==> config.mk <==
export PLATFORM = sky130hd
export DESIGN_NAME = line_mem_responder
export DESIGN_NICKNAME = d
export VERILOG_FILES = /design/src/rtl/line_mem_pkg.sv /design/src/rtl/line_mem_responder.sv
export SDC_FILE = /design/constraint.sdc
export NUM_CORES = 1
export LEC_CHECK = 0
export CAP_MARGIN = 20
export CORE_MARGIN = 4
export CORE_UTILIZATION = 40
export CTS_BUF_LIST = sky130_fd_sc_hd__clkbuf_8
export CTS_CLUSTER_SIZE = 40
export DETAILED_ROUTE_END_ITERATION = 6
export HOLD_SLACK_MARGIN = 0.1
export PLACE_DENSITY = 0.64
export SETUP_SLACK_MARGIN = 0.02
export SLEW_MARGIN = 20
export SYNTH_ARGS = -nofsm -noshare
export SYNTH_HDL_FRONTEND = slang
export SYNTH_SLANG_ARGS = --single-unit
==> constraint.sdc <==
create_clock -name clk -period 42.4 [get_ports clk]
set_input_delay 12.72 -clock clk [delete_from_list [all_inputs] [get_ports clk]]
set_output_delay 12.72 -clock clk [all_outputs]
set_load 0.02 [all_outputs]
==> src/rtl/line_mem_pkg.sv <==
// Shared types and constants for the 256-bit cache-line memory responder.
package line_mem_pkg;

  localparam int LINE_W   = 256;
  localparam int BEAT_W   = 64;
  localparam int BEATS    = 4;
  localparam int OFFSET_W = 5;

  typedef enum logic [2:0] {
    S_IDLE,
    S_WAIT,
    S_XFER,
    S_DRAIN,
    S_RESP,
    S_DONE
  } lm_state_t;

  typedef enum logic {
    OP_READ,
    OP_WRITE
  } lm_op_t;

endpackage

==> src/rtl/line_mem_responder.sv <==
// Physical-memory end of the cache-line port: one line request at a time, programmable
// access latency, then four 64-bit beats to/from an external single-port word SRAM.
module line_mem_responder
  import line_mem_pkg::*;
#(
  parameter  int DEPTH_LINES = 256,
  parameter  int LATENCY     = 4,
  localparam int IDX_W       = $clog2(DEPTH_LINES)
) (
  input  logic                clk,
  input  logic                reset,
  input  logic                read,
  input  logic                write,
  input  logic [31:0]         address,
  input  logic [LINE_W-1:0]   wdata,
  output logic                resp,
  output logic [LINE_W-1:0]   rdata,
  output logic                err,
  output logic [IDX_W+1:0]    mem_addr,
  output logic                mem_re,
  output logic                mem_we,
  output logic [BEAT_W-1:0]   mem_wdata,
  input  logic [BEAT_W-1:0]   mem_rdata
);

  localparam int CNT_W    = (LATENCY > 1) ? $clog2(LATENCY) : 1;
  localparam int LAT_LOAD = (LATENCY > 0) ? LATENCY - 1 : 0;

  lm_state_t           state_q, state_d;
  lm_op_t              op_q, op_d;
  logic [IDX_W-1:0]    idx_q, idx_d;
  logic [CNT_W-1:0]    lat_q, lat_d;
  logic [1:0]          beat_q, beat_d;
  logic [1:0]          prev_beat;
  logic [LINE_W-1:0]   wline_q, wline_d;
  logic [LINE_W-1:0]   rline_q, rline_d;
  logic [LINE_W-1:0]   rdata_q, rdata_d;
  logic                err_q, err_d;
  logic                resp_q, resp_d;
  logic                mem_re_q, mem_re_d;
  logic                mem_we_q, mem_we_d;
  logic [IDX_W+1:0]    mem_addr_q, mem_addr_d;
  logic [BEAT_W-1:0]   mem_wdata_q, mem_wdata_d;

  // Offset bits and aliased upper address bits are intentionally ignored.
  logic unused_addr_bits;
  assign unused_addr_bits = ^{address[OFFSET_W-1:0], address[31:OFFSET_W+IDX_W]};

  always_comb begin
    // NOTE: every always_comb target gets a default before any branch, so no path leaves
    // a signal unassigned and no latch is inferred.
    state_d   = state_q;
    op_d      = op_q;
    idx_d     = idx_q;
    lat_d     = lat_q;
    beat_d    = beat_q;
    wline_d   = wline_q;
    rline_d   = rline_q;
    rdata_d   = rdata_q;
    err_d     = err_q;
    prev_beat = beat_q - 2'd1;

    unique case (state_q)
      S_IDLE: begin
        if (read || write) begin
          op_d    = write ? OP_WRITE : OP_READ;
          idx_d   = address[OFFSET_W +: IDX_W];
          wline_d = wdata;
          err_d   = err_q | (read & write);
          lat_d   = CNT_W'(LAT_LOAD);
          beat_d  = 2'd0;
          state_d = (LATENCY == 0) ? S_XFER : S_WAIT;
        end
      end
      S_WAIT: begin
        if (lat_q == '0) state_d = S_XFER;
        else             lat_d   = lat_q - 1'b1;
      end
      S_XFER: begin
        // SRAM data trails its read enable by one cycle, so beat k-1 lands while beat k issues.
        if (op_q == OP_READ && beat_q != 2'd0)
          rline_d[BEAT_W*prev_beat +: BEAT_W] = mem_rdata;
        if (beat_q == 2'd3) state_d = (op_q == OP_READ) ? S_DRAIN : S_RESP;
        else                beat_d  = beat_q + 2'd1;
      end
      S_DRAIN: begin
        rline_d[LINE_W-1 -: BEAT_W] = mem_rdata;
        rdata_d = {mem_rdata, rline_q[LINE_W-BEAT_W-1:0]};
        state_d = S_RESP;
      end
      S_RESP:  state_d = S_DONE;
      S_DONE:  state_d = S_IDLE;
      default: state_d = S_IDLE;
    endcase

    // Outputs are registered, so they are decoded from the state being entered.
    resp_d      = (state_d == S_RESP);
    mem_re_d    = (state_d == S_XFER) && (op_d == OP_READ);
    mem_we_d    = (state_d == S_XFER) && (op_d == OP_WRITE);
    mem_addr_d  = mem_addr_q;
    mem_wdata_d = mem_wdata_q;
    if (state_d == S_XFER) begin
      mem_addr_d = {idx_d, beat_d};
      if (op_d == OP_WRITE) mem_wdata_d = wline_d[BEAT_W*beat_d +: BEAT_W];
    end
  end

  // NOTE: the line registers are reset along with the control state so that rdata reads
  // back as zero after reset rather than stale contents.
  always_ff @(posedge clk or posedge reset) begin
    if (reset) begin
      state_q     <= S_IDLE;
      op_q        <= OP_READ;
      idx_q       <= '0;
      lat_q       <= '0;
      beat_q      <= '0;
      wline_q     <= '0;
      rline_q     <= '0;
      rdata_q     <= '0;
      err_q       <= 1'b0;
      resp_q      <= 1'b0;
      mem_re_q    <= 1'b0;
      mem_we_q    <= 1'b0;
      mem_addr_q  <= '0;
      mem_wdata_q <= '0;
    end else begin
      state_q     <= state_d;
      op_q        <= op_d;
      idx_q       <= idx_d;
      lat_q       <= lat_d;
      beat_q      <= beat_d;
      wline_q     <= wline_d;
      rline_q     <= rline_d;
      rdata_q     <= rdata_d;
      err_q       <= err_d;
      resp_q      <= resp_d;
      mem_re_q    <= mem_re_d;
      mem_we_q    <= mem_we_d;
      mem_addr_q  <= mem_addr_d;
      mem_wdata_q <= mem_wdata_d;
    end
  end

  assign resp      = resp_q;
  assign rdata     = rdata_q;
  assign err       = err_q;
  assign mem_addr  = mem_addr_q;
  assign mem_re    = mem_re_q;
  assign mem_we    = mem_we_q;
  assign mem_wdata = mem_wdata_q;

endmodule

# ---- Word-level counts from Yosys, hierarchy flattened
# Index checks and enable logic that the tools add are counted.
dict set report word_totals {
  rom_bits 0
  reg_bits 862
  memories 0
  mem_bits_rw 0
  latchBits 0
  output_inout_bits 334
  inputBits 356
  elab_cells 71
}
dict set report op_classes {
  shifts 3
  n_mux 21
  n_addsub 4
  div 0
  n_mul 0
  order_cmp 0
  bitwise 4
  eq_ne 10
  reduce_logical 14
}
# operator count
set op_table {}
lappend op_table {{$mux 256} 3}
lappend op_table {{$bwmux 256} 1}
lappend op_table {{$shift 64x34->256 const A} 1}
lappend op_table {{$shiftx 256x9->64} 1}
lappend op_table {{$shiftx 64x34->256} 1}
lappend op_table {{$pmux 64 s2} 1}
lappend op_table {{$neg 8->34} 1}
lappend op_table {{$mux 8} 2}
lappend op_table {{$pmux 3 s5} 1}
lappend op_table {{$mux 3} 4}
lappend op_table {{$eq 3x2->1 const B} 3}
lappend op_table {{$mux 2} 4}
lappend op_table {{$pmux 2 s2} 2}
lappend op_table {{$reduce_and 2->1} 4}
lappend op_table {{$eq 3x3->1 const B} 2}
lappend op_table {{$ne 2x2->1 const B} 3}
lappend op_table {{$reduce_bool 2->1} 3}
lappend op_table {{$sub 2x1->2 const B} 2}
lappend op_table {{$eq 3x1->1 const B} 1}
lappend op_table {{$logic_and 1x1->1} 3}
lappend op_table {{$logic_not 3->1} 1}
lappend op_table {{$mux 1} 3}
lappend op_table {{$reduce_and 3->1} 1}
lappend op_table {{$add 2x1->2 const B} 1}
lappend op_table {{6 further kinds} 7}

# ---- Longest topological paths before layout
dict set report depth {
  ltp_word 6
  depth_mapped 10
  depth_no_buf 8
}

# ---- Least setup slack after synthesis
# No wires, ideal clock.
dict set report synth_timing {
  kind {input -> register}
  startpoint {input port write}
  endpoint {register mem_wdata_q[19] (netlist: mem_wdata[19])}
  n_path_buf 2
  t_required_ns 42.275
  arrival_time_ns 14.036
  path_slack_ns 28.238
  setup_time_ns 0.125
  path_stages 7
  path_cell_list {or2_2 -> and2_4 -> buf_6 -> buf_4 -> mux2_1 -> o22ai_1 -> o31ai_2}
}
dict set report synth_via {
  word_cells_on_any_way 13
  classes_between {1 x eq/ne; 1 x shift; 9 x mux; 2 x reduce/logical}
}
# element line
set synth_rtl {}
lappend synth_rtl {{from (decl)} line_mem_responder.sv:13} ;# input logic write,
lappend synth_rtl {{$logic_or 1x1->1} line_mem_responder.sv:65} ;# if (read || write) begin
lappend synth_rtl {{$mux 256} line_mem_responder.sv:65}
lappend synth_rtl {{$mux 256} line_mem_responder.sv:63} ;# unique case (state_q)
lappend synth_rtl {{net wline_d[19]} line_mem_responder.sv:35} ;# logic [LINE_W-1:0] wline_q, wline_d;
lappend synth_rtl {{$shiftx 256x9->64} line_mem_responder.sv:104} ;# if (op_d == OP_WRITE) mem_wdata_d = wline_d[BEAT_W*beat_d +: BEAT_W];
lappend synth_rtl {{to (signal assigned)} line_mem_responder.sv:140} ;# mem_wdata_q <= mem_wdata_d;
lappend synth_rtl {{to (decl)} line_mem_responder.sv:43} ;# logic [BEAT_W-1:0] mem_wdata_q, mem_wdata_d;
# The timed path passes the listed nets, and every way through them passes these cells.
# A chain may end at the register's enable or synchronous reset.

# ---- Worst setup path after layout
dict set report layout_timing {
  startpoint {input port read}
  endpoint {register mem_wdata_q[49] (netlist: mem_wdata[49])}
}
dict set report layout_via {
  word_cells_on_any_way 12
  classes_between {1 x eq/ne; 1 x shift; 8 x mux; 2 x reduce/logical}
}
# element line
set layout_rtl {}
lappend layout_rtl {{from (decl)} line_mem_responder.sv:12} ;# input logic read,
lappend layout_rtl {{$logic_or 1x1->1} line_mem_responder.sv:65}
lappend layout_rtl {{$mux 256} line_mem_responder.sv:65}
lappend layout_rtl {{$mux 256} line_mem_responder.sv:63}
lappend layout_rtl {{net wline_d[49]} line_mem_responder.sv:35}
lappend layout_rtl {{$shiftx 256x9->64} line_mem_responder.sv:104}
# The timed path passes the listed nets, and every way through them passes these cells.

==> results.sh <==
export IMPL_cts_buffers=140
export IMPL_nNetsFinal=3431
export IMPL_power_leakage_nw=17.52
export IMPL_place_hpwl_mm=60.78
export IMPL_ir_worst_vdd_mv=0.04692
export IMPL_routedWlPerCell_um=21.83
export IMPL_wl_mm=92.01
export IMPL_cts_tree="built"
export IMPL_cp_start_kind="input port"
export IMPL_final_setup_worst_slack_ns=26.18
export IMPL_htreeDepth=4
export IMPL_synth_enable_flop_cells=0
export IMPL_comb_power_share_pct=42.5
export IMPL_timing_hold_ws_ns=0.4623
export IMPL_syn_area_um2=31520
export IMPL_die_h_um=288.7
export IMPL_endpoint_kind="flop"
export IMPL_cp_max_fo=82
export IMPL_rows=102
export IMPL_critPathMostFrequentCell="buf_4"
export IMPL_initial_utilization_pct=40.56
export IMPL_gr_total_overflow=0
export IMPL_holdCritStartpoint="err"
export IMPL_p_int_mw=2.110
export IMPL_fin_crit_ns=16.22
export IMPL_design_area_um2=41610
export IMPL_run_status="finished clean"
export IMPL_fmax_mhz=61.66
export IMPL_place_area_um2=38810
export IMPL_drt_iter0_markers=1058
export IMPL_crit_family="buffers and inverters"
export IMPL_path_cells="clkdlybuf4s50_1 -> or2_2 -> and2_4 -> buf_4 -> buf_4 -> mux2_2 -> o22ai_1 -> o31ai_2"
export IMPL_reg2reg_from="state_q[2]"
export IMPL_ys_seq_area_share_pct=63.35
export IMPL_vias=21310
export IMPL_coreArea_um2=77720
export IMPL_grt_pass1_vias=23050
export IMPL_io_buffers=665
export IMPL_fillers=6565
export IMPL_relSlewSlack_pct=17.77
export IMPL_detail_route_antenna_nets=0
export IMPL_slew_viol_final=0
export IMPL_first_pass_iters=5
export IMPL_cts_root_buf="clkbuf_8"
export IMPL_pre_cts_ws_ns=25.31
export IMPL_clockBufferDepth=3
export IMPL_ys_ff_latch=798
export IMPL_syn_area_per_cell_um2=13.14
export IMPL_fin_crit_sh_pct=38.25
export IMPL_power_switching_mw=1.184
export IMPL_crit_buf_inv=3
export IMPL_synth_nets=2760
export IMPL_routed_via_density=5.056
export IMPL_tns_ns=0
export IMPL_grt_pass1_wl_mm=138.1
export IMPL_multiInputGateArea_um2=10640
export IMPL_worstPathRequired_ns=43.01
export IMPL_clock_sinks=798
export IMPL_dieWidth_um=288.7
export IMPL_worstPathArrival_ns=16.83
export IMPL_finalClockSkew_ns=0.04525
export IMPL_rsz0062_at_grt="no"
export IMPL_antenna_found_initial=16
export IMPL_worstMarginPinSlew_ns=1.234
export IMPL_synth_ff_type="dfrtp_1"
export IMPL_p_clk_share_pct=21.0
export IMPL_crit_type="in -> reg"
export IMPL_total_power_mw=3.294
export IMPL_grt_max_degree=180
export IMPL_maxCapViolations=0
export IMPL_critPathMaxStageDelay_ns=0.81
export IMPL_switching_share_pct=35.93
export IMPL_area_growth_pct=32.00
export IMPL_cts_clk_slew_worst_paths_ns=0.06
export IMPL_ff_latch_area_um2=19970
export IMPL_dieArea_um2=83360
export IMPL_io_pins=690
export IMPL_critPathSlowestCell="and2_4"
export IMPL_clk_latency_ns=0.78
export IMPL_synth_cell_types=44
export IMPL_ctsHoldBuffers=0
export IMPL_cts_setup_buffers=0
export IMPL_grt_total_usage_pct=21.60
export IMPL_postSynth_asyncResetShare_pct=100.0
export IMPL_gp_congestion=0.7999
export IMPL_worstHoldPathType="reg -> reg"
export IMPL_drive_gt1_share_pct=24.86
export IMPL_powerDensity_nw_per_um2=79.16
export IMPL_worstRegToRegCells=7
export IMPL_route_detailed_drc=0
export IMPL_hold_depth=1
export IMPL_hold_viol=0
export IMPL_yosysWarnings=0
export IMPL_hold_end="err"
export IMPL_ctsResizeCount=0
export IMPL_worstReg2RegEnd="mem_wdata[49]"
export IMPL_syn_inst=2398
export IMPL_seq_power_share_pct=36.5
export IMPL_setup_viol=0
export IMPL_r2r_slack_ns=37.89
## placed cells by master (no fill, tap or decap), drive strengths merged, types with 4 or more instances in the layout
cell type / Yosys / routed
clkbuf: 52 / 171
diode: 0 / 9
clkdlybuf4s50: 0 / 665
mux2: 522 / 522
ha: 6 / 6
o21ai: 195 / 195
clkinv: 1 / 10
nor2: 4 / 4
nand2: 482 / 482
o31ai: 64 / 64
o22ai: 128 / 128
nor3: 4 / 4
dfrtp: 798 / 798
inv: 8 / 64
buf: 108 / 24
## cell families (layout without fill, tap and decap cells)
logic type | Yosys count | count (layout) | synth area share, %
AO/OA/AOI/OAI | 395 | 395 | 8.149
XOR/XNOR | 1 | 1 | 0.02779
adder cells (fa/ha/maj) | 6 | 6 | 0.2382
buffers and inverters | 169 | 937 | 3.017
flip-flops | 798 | 798 | 63.35
multiplexers | 522 | 522 | 18.65
other | 0 | 9 | 0
AND/OR/NAND/NOR | 507 | 507 | 6.569
## layer usage
layer / vias to the layer above / wire [um] / GRT usage [%] / share of wire, %
met1: 10740 / 36900 / 25.90 / 40
li1: 9703 / - / - / -
met2: 690 / 43250 / 34.89 / 47
met5: - / 107 / 0 / 0.12
met4: 16 / 2573 / 7.745 / 2.8
met3: 164 / 9189 / 9.290 / 10
## registers in the layout, summed over array words and instances, names as in the netlist
| signal | count |
|---|---|
| resp | 1 |
| state_q | 3 |
| rline_q | 192 |
| wline_q | 256 |
| mem_addr | 10 |
| lat_q | 2 |
| idx_q | 8 |
| mem_wdata | 64 |
| mem_re | 1 |
| mem_we | 1 |
| op_q | 1 |
| beat_q | 2 |
| err | 1 |
| rdata | 256 |
## cell usage after synthesis, types with 2 or more instances
| cell type | number | area [um2] |
|---|---|---|
| o22ai_2 | 18 | 225.2 |
| o21ai_1 | 43 | 215.2 |
| nor3_4 | 2 | 32.53 |
| nor2_1 | 4 | 15.01 |
| buf_6 | 14 | 157.7 |
| nor3_2 | 2 | 20.02 |
| dfrtp_1 | 798 | 19970 |
| nand2_4 | 4 | 45.04 |
| inv_1 | 7 | 26.28 |
| o31ai_2 | 28 | 350.3 |
| mux2_2 | 500 | 5630 |
| o22ai_1 | 110 | 688.2 |
| nand2_1 | 478 | 1794 |
| clkbuf_1 | 52 | 195.2 |
| o21ai_0 | 152 | 760.7 |
| buf_4 | 37 | 277.8 |
| nor3b_1 | 3 | 22.52 |
| or4b_1 | 3 | 30.03 |
| mux2_1 | 22 | 247.7 |
| buf_2 | 57 | 285.3 |
| o31ai_1 | 36 | 270.3 |
| ha_1 | 6 | 75.07 |
## power groups by stage
stage / logic (mW) / registers, mW / clock network, mW
3_5_place_dp: 1.41 / 1.21 / 0
3_3_place_gp: 1.38 / 1.20 / 0
6_report: 1.40 / 1.20 / 0.693
4_1_cts: 1.41 / 1.20 / 0.716
2_1_floorplan: 0.720 / 1.37 / 0
5_1_grt: 1.49 / 1.24 / 0.750
## cell type report
type                       instances  share of cell area [%]
antenna                            9                 0.05413
clock buffer                     171                   5.656
clock inverter                    68                  0.9713
inverter                           9                  0.1022
multi-input combinational       1431                   25.56
sequential                       798                   47.99
tap                             1040                   3.127
timing repair buffer             689                   16.54
## worst max-delay path by stage
stage               start             to  slack [ns]  depth (start not counted)
finish               read  mem_wdata[49]       26.18                          8
global route         read  mem_wdata[49]       26.03                          8
CTS                  read  mem_wdata[49]       26.20                          8
detailed placement  write  mem_wdata[49]       25.31                          8
global placement    write  mem_wdata[49]       25.39                          8
floorplan           reset      beat_q[0]        7.27                          1
## metrics by stage
stage	utilization, %	std cells
5_1_grt	53.53	4212
3_3_place_gp	49.94	3967
2_1_floorplan	-	2398
4_1_cts	53.48	4206
6_report	53.54	4215
3_5_place_dp	49.94	3967
No activity file was read; power rests on OpenSTA's default activity.
